`src/rtl/mem_bus_pkg.sv`:
```
// Shared defaults and types for the relay-memory bus sequencer.
package mem_bus_pkg;

  localparam int unsigned ADDR_W_DEF = 16;
  localparam int unsigned DATA_W_DEF = 8;

  typedef enum logic [2:0] {
    IDLE,
    SETUP,
    STROBE,
    HOLD,
    RESP
  } mem_state_t;

  typedef enum logic {
    READ  = 1'b0,
    WRITE = 1'b1
  } mem_op_t;

  function automatic int unsigned max3(input int unsigned a, input int unsigned b,
                                       input int unsigned c);
    int unsigned m;
    m = (a > b) ? a : b;
    return (m > c) ? m : c;
  endfunction

endpackage

```
`src/rtl/phase_timer.sv`:
```
// Loadable down-counter; done_c flags a zero count so the current phase can exit.
module phase_timer #(
  parameter int unsigned CNT_W = 2
) (
  input  logic             clk,
  input  logic             rst_n,
  input  logic             load,
  input  logic [CNT_W-1:0] load_val,
  output logic             done_c
);

  logic [CNT_W-1:0] cnt;

  always_ff @(posedge clk or negedge rst_n) begin
    if (!rst_n) begin
      cnt <= '0;
    end else if (load) begin
      cnt <= load_val;
    end else if (cnt != '0) begin
      cnt <= cnt - CNT_W'(1);
    end
  end

  assign done_c = (cnt == '0);

endmodule

```
`src/rtl/mem_access_seq.sv`:
```
// Bus-master sequencer: runs setup/strobe/hold timed read and write cycles
// against the relay memory and reports each completion with a response pulse.
module mem_access_seq
  import mem_bus_pkg::*;
#(
  parameter int unsigned ADDR_W     = ADDR_W_DEF,
  parameter int unsigned DATA_W     = DATA_W_DEF,
  parameter int unsigned SETUP_CYC  = 1,
  parameter int unsigned STROBE_CYC = 2,
  parameter int unsigned HOLD_CYC   = 1
) (
  input  logic              clk,
  input  logic              rst_n,
  input  logic              req_valid,
  output logic              req_ready,
  input  logic              req_write,
  input  logic [ADDR_W-1:0] req_addr,
  input  logic [DATA_W-1:0] req_wdata,
  output logic              rsp_valid,
  output logic [DATA_W-1:0] rsp_rdata,
  output logic [ADDR_W-1:0] addr_bus,
  output logic [DATA_W-1:0] data_out,
  output logic              data_oe,
  input  logic [DATA_W-1:0] data_in,
  output logic              mem_read,
  output logic              mem_write,
  output logic              busy
);

  localparam int unsigned MAX_CYC = max3(SETUP_CYC, STROBE_CYC, HOLD_CYC);
  localparam int unsigned CNT_W   = $clog2(MAX_CYC + 1);

  mem_state_t        state, next_state;
  mem_op_t           op_q, op_nx;
  logic [ADDR_W-1:0] addr_q, addr_nx;
  logic [DATA_W-1:0] wdata_q, wdata_nx;
  logic [DATA_W-1:0] rdata_q;
  logic              accept_c;
  logic              active_nx;
  logic              tmr_load;
  logic [CNT_W-1:0]  tmr_val;
  logic              tmr_done;

  phase_timer #(
    .CNT_W(CNT_W)
  ) u_phase_timer (
    .clk     (clk),
    .rst_n   (rst_n),
    .load    (tmr_load),
    .load_val(tmr_val),
    .done_c  (tmr_done)
  );

  // State register
  always_ff @(posedge clk or negedge rst_n) begin
    if (!rst_n) begin
      state <= IDLE;
    end else begin
      state <= next_state;
    end
  end

  // Next state, phase-timer reload and next request payload
  always_comb begin
    next_state = state;
    tmr_load   = 1'b0;
    tmr_val    = '0;
    accept_c   = req_valid && req_ready;
    op_nx      = op_q;
    addr_nx    = addr_q;
    wdata_nx   = wdata_q;
    active_nx  = 1'b0;
    case (state)
      IDLE: begin
        if (accept_c) begin
          next_state = SETUP;
          tmr_load   = 1'b1;
          tmr_val    = CNT_W'(SETUP_CYC - 1);
          op_nx      = mem_op_t'(req_write);
          addr_nx    = req_addr;
          wdata_nx   = req_wdata;
        end
      end
      SETUP: begin
        if (tmr_done) begin
          next_state = STROBE;
          tmr_load   = 1'b1;
          tmr_val    = CNT_W'(STROBE_CYC - 1);
        end
      end
      STROBE: begin
        if (tmr_done) begin
          next_state = HOLD;
          tmr_load   = 1'b1;
          tmr_val    = CNT_W'(HOLD_CYC - 1);
        end
      end
      HOLD: begin
        if (tmr_done) begin
          next_state = RESP;
        end
      end
      RESP: begin
        next_state = IDLE;
      end
      default: begin
        next_state = IDLE;
      end
    endcase
    active_nx = (next_state == SETUP) || (next_state == STROBE) || (next_state == HOLD);
  end

  // Request latch and read capture on the last strobe cycle
  always_ff @(posedge clk or negedge rst_n) begin
    if (!rst_n) begin
      op_q    <= READ;
      addr_q  <= '0;
      wdata_q <= '0;
      rdata_q <= '0;
    end else begin
      op_q    <= op_nx;
      addr_q  <= addr_nx;
      wdata_q <= wdata_nx;
      if ((state == STROBE) && tmr_done && (op_q == READ)) begin
        rdata_q <= data_in;
      end
    end
  end

  // Outputs registered from the next state so they line up with the state itself
  always_ff @(posedge clk or negedge rst_n) begin
    if (!rst_n) begin
      addr_bus  <= '0;
      data_out  <= '0;
      data_oe   <= 1'b0;
      mem_read  <= 1'b0;
      mem_write <= 1'b0;
      rsp_valid <= 1'b0;
      rsp_rdata <= '0;
      busy      <= 1'b0;
      req_ready <= 1'b1;
    end else begin
      addr_bus  <= active_nx ? addr_nx : '0;
      data_oe   <= active_nx && (op_nx == WRITE);
      data_out  <= (active_nx && (op_nx == WRITE)) ? wdata_nx : '0;
      mem_read  <= (next_state == STROBE) && (op_nx == READ);
      mem_write <= (next_state == STROBE) && (op_nx == WRITE);
      rsp_valid <= (next_state == RESP);
      busy      <= (next_state != IDLE);
      req_ready <= (next_state == IDLE);
      if ((state == HOLD) && (next_state == RESP)) begin
        rsp_rdata <= (op_q == WRITE) ? '0 : rdata_q;
      end
    end
  end

endmodule
```
`config.mk`:
```
export PLATFORM = sky130hd
export DESIGN_NAME = mem_access_seq
export DESIGN_NICKNAME = d
export VERILOG_FILES = /design/src/rtl/mem_bus_pkg.sv /design/src/rtl/phase_timer.sv /design/src/rtl/mem_access_seq.sv
export SDC_FILE = /design/constraint.sdc
export NUM_CORES = 1
export LEC_CHECK = 0
export CORE_UTILIZATION = 49
export DETAILED_ROUTE_END_ITERATION = 10
export PLACE_DENSITY = 0.84
export SLEW_MARGIN = 20
export SYNTH_ARGS = -nofsm -noshare
export SYNTH_HDL_FRONTEND = slang
export SYNTH_SLANG_ARGS = --single-unit
```
`constraint.sdc`:
```
create_clock -name clk -period 1.9 [get_ports clk]
set_input_delay 0.38 -clock clk [delete_from_list [all_inputs] [get_ports clk]]
set_output_delay 0.38 -clock clk [all_outputs]
set_load 0.005 [all_outputs]
```
# --- Word-level counts from Yosys, hierarchy flattened ---
# Cells that the tools add are included.
op_classes:
  n_div: 0
  eq_ne: 7
  mul: 0
  n_reduce_logical: 16
  n_mux: 21
  n_bitwise: 2
  add_sub_neg: 1
  shift: 0
  n_lt_le_gt_ge: 0
op_table:
  columns: ["op", "n"]
  rows:
  - ["16-bit 2-to-1 mux", 3]
  - ["8-bit 2-to-1 mux", 4]
  - ["3-bit by 2-bit equality test with 1-bit output (second input constant)", 4]
  - ["3-bit 2-to-1 mux", 4]
  - ["3-bit case mux with 4 select lines", 1]
  - ["1-bit logical AND", 7]
  - ["3-bit by 1-bit equality test with 1-bit output (second input constant)", 2]
  - ["3-bit logical NOT", 2]
  - ["1-bit 2-to-1 mux", 6]
  - ["2-bit 2-to-1 mux", 2]
  - ["2-bit nonzero test", 2]
  - ["3-bit equality test (second input constant)", 1]
  - ["3-bit nonzero test", 1]
  - ["2-bit logical NOT", 1]
  - ["1-bit logical OR", 2]
  - ["1-bit inverter", 2]
  - ["1-bit case mux with 2 select lines", 1]
  - ["2-bit OR reduction", 1]
  - ["2-bit by 1-bit subtractor with 2-bit output (second input constant)", 1]
totals:
  ramBits: 0
  n_memories: 0
  mem_bits_ro: 0
  inputBits: 36
  out_inout_bits: 38
  latchBits: 0
  register_bits: 76
  word_cells: 62

# --- Logic depth before layout (Yosys ltp) ---
depth:
  ltp_word: 8
  depth_mapped: 6
  ltp_nobuf: 5

# --- By module ---
# Synthesis repeated with hierarchy kept, for this count alone.
unflattened:
  hier_cells: 243
  area_unflattened_um2: 3044.2
by_module_without_submodules:
  columns: ["mod", "cells_per_inst", "area_per_inst_um2", "seq_area_each_um2", "n_inst"]
  rows:
  - ["mem_access_seq", 231, 2931.6, 1853.0, 1]
  - ["phase_timer", 12, 112.6, 50.0, 1]

# --- Worst setup path after synthesis ---
# Ideal clock, no wire load.
synth_path:
  kind: "register -> register"
  from: "register u_phase_timer.cnt[0]"
  to: "register rdata_q[0]"
  n_path_buf: 0
  period_less_slack_ns: 1.537
  arrival_time_ns: 1.412
  path_slack_ns: 0.363
  setup_time_ns: 0.125
  stages_incl_launch_ff: 5
  required_ns: 1.775
  path_cell_list: "dfrtp_1 inv_1 ha_1 nor4b_4 mux2_2"
synth_via:
  elab_chain_cells: 3
synth_rtl:
  columns: ["item", "line", "text"]
  rows:
  - ["from (decl)", "phase_timer.sv:12", "logic [CNT_W-1:0] cnt;"]
  - ["from (signal assigned)", "phase_timer.sv:18", "cnt <= load_val;"]
  - ["from (signal assigned)", "phase_timer.sv:20", "cnt <= cnt - CNT_W'(1);"]
  - ["2-bit logical NOT", "phase_timer.sv:24", "assign done_c = (cnt == '0);"]
  - ["1-bit logical AND (2 in series)", "mem_access_seq.sv:124", "if ((state == STROBE) && tmr_done && (op_q == READ)) begin"]
  - ["to (signal assigned)", "mem_access_seq.sv:125", "rdata_q <= data_in;"]
  - ["to (decl)", "mem_access_seq.sv:37", "logic [DATA_W-1:0] rdata_q;"]
# Every way passes these cells.
# A chain may end at the register's enable or synchronous reset.

# --- Final worst setup path ---
layout_path:
  from: "register req_ready"
  to: "output req_ready"
layout_rtl:
  columns: ["item", "line", "text"]
  rows:
  - ["from (decl)", "mem_access_seq.sv:15", "output logic req_ready,"]
  - ["from (signal assigned)", "mem_access_seq.sv:150", "req_ready <= (next_state == IDLE);"]
# No word-level cell between the ends.

==> summary.txt <==
PwrDens - 1570 nW/um^2
Post-synth EDFFs - 0
VDD IR max - 0.000815 V
Die W - 81.1 um
HP Start - rsp_rdata[3]$_DFFE_PN0P_
Leakage power - 1.81 nW
RSZ-0062 raised after global routing - false
Layout Utilization - 68.8%
Setup crit end kind - output port
DP Worst Slack - -0.0395 ns
Multi-input logic area - 1020 um^2
CP max FO - 4
Final Cycle Share - 93.7%
Slowest Stage Delay on Critical Path - 0.55 ns
CP arrival - 1.40 ns
CP max stage cell - dfstp_2
Area after DPL - 3910 um^2
Status - finished clean
DRC - 0
Final Skew - 0.00763 ns
Max-Slew Margin vs Limit - 71.3%
Area leader, netlist - dfrtp_1
Area growth from synthesis to layout - 34.5%
Post-CTS Setup Bufs - 0
Switching pwr - 2.16 mW
Largest net degree at the start of global routing - 44
Sequential share of power - 40.5%
Area contributors post-synth - dfrtp_1 61%, mux2_2 5.9%, a21oi_1 4.4%
Worst R2R Start - state[2]$_DFF_PN0_
Fill cells - 430
Clock Latency Late Sink - 0.34 ns
Total grt overflow - 0
Setup Viol. Count Final - 0
CP cell instances - clkdlybuf4s50_1
Yosys warns - 0
Reg area - 1900 um^2
# hold bufs at CTS - 1
Post-DRT Antenna Nets - 0
Port Buf Inserts - 73
Die area - 6570 um^2
Mapped Nets - 305
DR pass1 iterations - 5
Avg WL per Cell - 15.4 um
Core area - 5990 um^2
Sequential fraction of the synthesis area - 62.1%
Hold WC Path Type - reg2reg
Placer Congestion - 0.785
Pwr Total - 6.46 mW
Worst path buffer plus inverter count - 1
I/O pin cnt - 74
Setup crit start kind - register
H-tree depth - 3
Dominant synthesized flop cell - dfrtp_1
Internal - 4.31 mW
Syn Area/Cell - 11.4 um^2
Final wirelength - 6.58 mm
Synthesized area - 3060 um^2
NumNets Final - 384
Tmin final - 1.78 ns
Worst Setup Slack, final - 0.120 ns
Worst hold path endpoint - rsp_rdata[3]$_DFFE_PN0P_
Post-Synthesis Cells - 268
Initial antenna violation count - 0
Clock sink count - 76
Max Buffers Root-to-Sink - 2
Comb pwr share - 40.6%
# rows - 28
Cell area after layout - 4120 um^2
Worst-path clk slew - 0.07 ns
CTS tree - done
Hold Crit Depth - 2
Crit-path leading delay family - flip-flops
CTS Buf Count - 9
Worst setup path class - reg2out
CTS resizes - 0
Hold Vio Cnt, Final - 0
Post-synth cell types - 37
DP HPWL - 4.23 mm
Vias in the first global route - 2249
Top-area cell type share of the netlist area - 61.2%
Post-DR vias/cell - 5.42
Reg-to-reg slack, setup - 0.22 ns
Reg2Reg Depth - 3
Fin. max-slew vios - 0
R2r endpoint - wdata_q[5]$_DFF_PN0_
Power share of the clock group - 18.9%
Layout cells sized above 1 - 15.9%
Root Driver - clkbuf_8
Gr usage total - 22.2%
First-pass GRT wire length - 10.7 mm
Vias - 2316
#FFs+latches synth - 76
Die H - 81.1 um
Number of diodes - 0
DR iter-0 viols - 150
Req. time, crit path - 1.52 ns
Async SR Flop Fraction - 100%
Tightest Pin Transition - 0.431 ns
Switching Share - 33.4%
Levels on crit path - 1
Initial Util - 51.1%
Fmax - 562 MHz
Max-cap violations - 0
## per-stage QoR
step / cells / hold slack (ns) / TNS [ns]
after floorplan: 268 / 0.0844 / 0
after global placement: 410 / 0.353 / 0
after detailed placement: 410 / 0.353 / -0.263
after CTS: 427 / 0.496 / 0
after global routing: 427 / 0.511 / 0
final: 427 / 0.482 / 0
## registers in the layout, summed over array words and instances, names as in the netlist, 2 cells and up
signal	cells
rdata_q	8
addr_q	16
state	3
data_out	8
wdata_q	8
addr_bus	16
u_phase_timer.cnt	2
rsp_rdata	8
## metal layers
| metal | track usage, % | part of all wire [%] | up-vias |
|---|---|---|---|
| met4 | 10.7 | 1.7 | 0 |
| li1 | - | - | 1097 |
| met5 | 0 | 0 | - |
| met3 | 6.52 | 5.8 | 10 |
| met1 | 29.0 | 43 | 1126 |
| met2 | 33.8 | 49 | 83 |
## cells in the final DEF, fill, tap and decap left out, types with 2 or more instances in the layout
cell              n
buf_4            17
dfrtp_1          75
clkdlybuf4s50_1  72
clkbuf_8         10
mux2_2           16
nand2_1          29
nand3_1          18
clkinv_2          2
inv_1             4
o211ai_1         10
a211oi_1          2
clkinvlp_4        2
nand4_1           8
nand2b_1          9
o21ai_0          26
a21oi_1          27
## power by group through the flow
stage	registers [mW]	clock network [mW]	logic [mW]
2_1_floorplan	2.58	0	1.49
3_3_place_gp	2.60	0	2.51
3_5_place_dp	2.63	0	2.61
4_1_cts	2.62	1.24	2.65
5_1_grt	2.69	1.32	2.90
6_report	2.62	1.22	2.63
## Yosys cell counts, types with 2 or more instances
master,count
clkbuf_1,10
a21oi_1,27
nand4_1,8
nand2_1,29
nand2b_1,9
o21ai_0,26
buf_2,7
dfrtp_1,75
mux2_2,16
buf_4,4
o211ai_1,10
inv_1,4
nand3_1,18
a211oi_1,2
## kinds of logic (layout without fill, tap and decap cells)
kind of cell / count (synthesis) / in the layout / share of synthesized area, %
buf+inv: 28 / 112 / 4.45
simple gates: 77 / 77 / 14.2
compound gates: 70 / 70 / 12.9
fa+ha+maj: 1 / 1 / 0.408
flops: 76 / 76 / 62.1
mux: 16 / 16 / 5.88
## how the worst max path moves through the flow
stage	from	end
final	req_ready$_DFF_PN1_	req_ready
after global routing	req_ready$_DFF_PN1_	req_ready
after CTS	req_ready$_DFF_PN1_	req_ready
after detailed placement	req_valid	wdata_q[3]$_DFF_PN0_
after global placement	req_valid	wdata_q[6]$_DFF_PN0_
after floorplan	u_phase_timer.cnt[0]$_DFFE_PN0P_	rdata_q[0]$_DFFE_PN0P_
## tightest hold or removal path, cell delays in order, from the launching register on
cell,delay (ns)
dfrtp_1,0.35
nand2_1,0.05
o21ai_0,0.06
## cell type report
type | count | share of cell area [%]
sequential | 76 | 46.2
multi-input combinational | 164 | 24.9
timing repair buffer | 91 | 21.3
clock buffer | 10 | 3.34
tap | 75 | 2.28
clock inverter | 6 | 1.55
inverter | 5 | 0.456
Note: power is estimated with default switching activity, not from simulation.
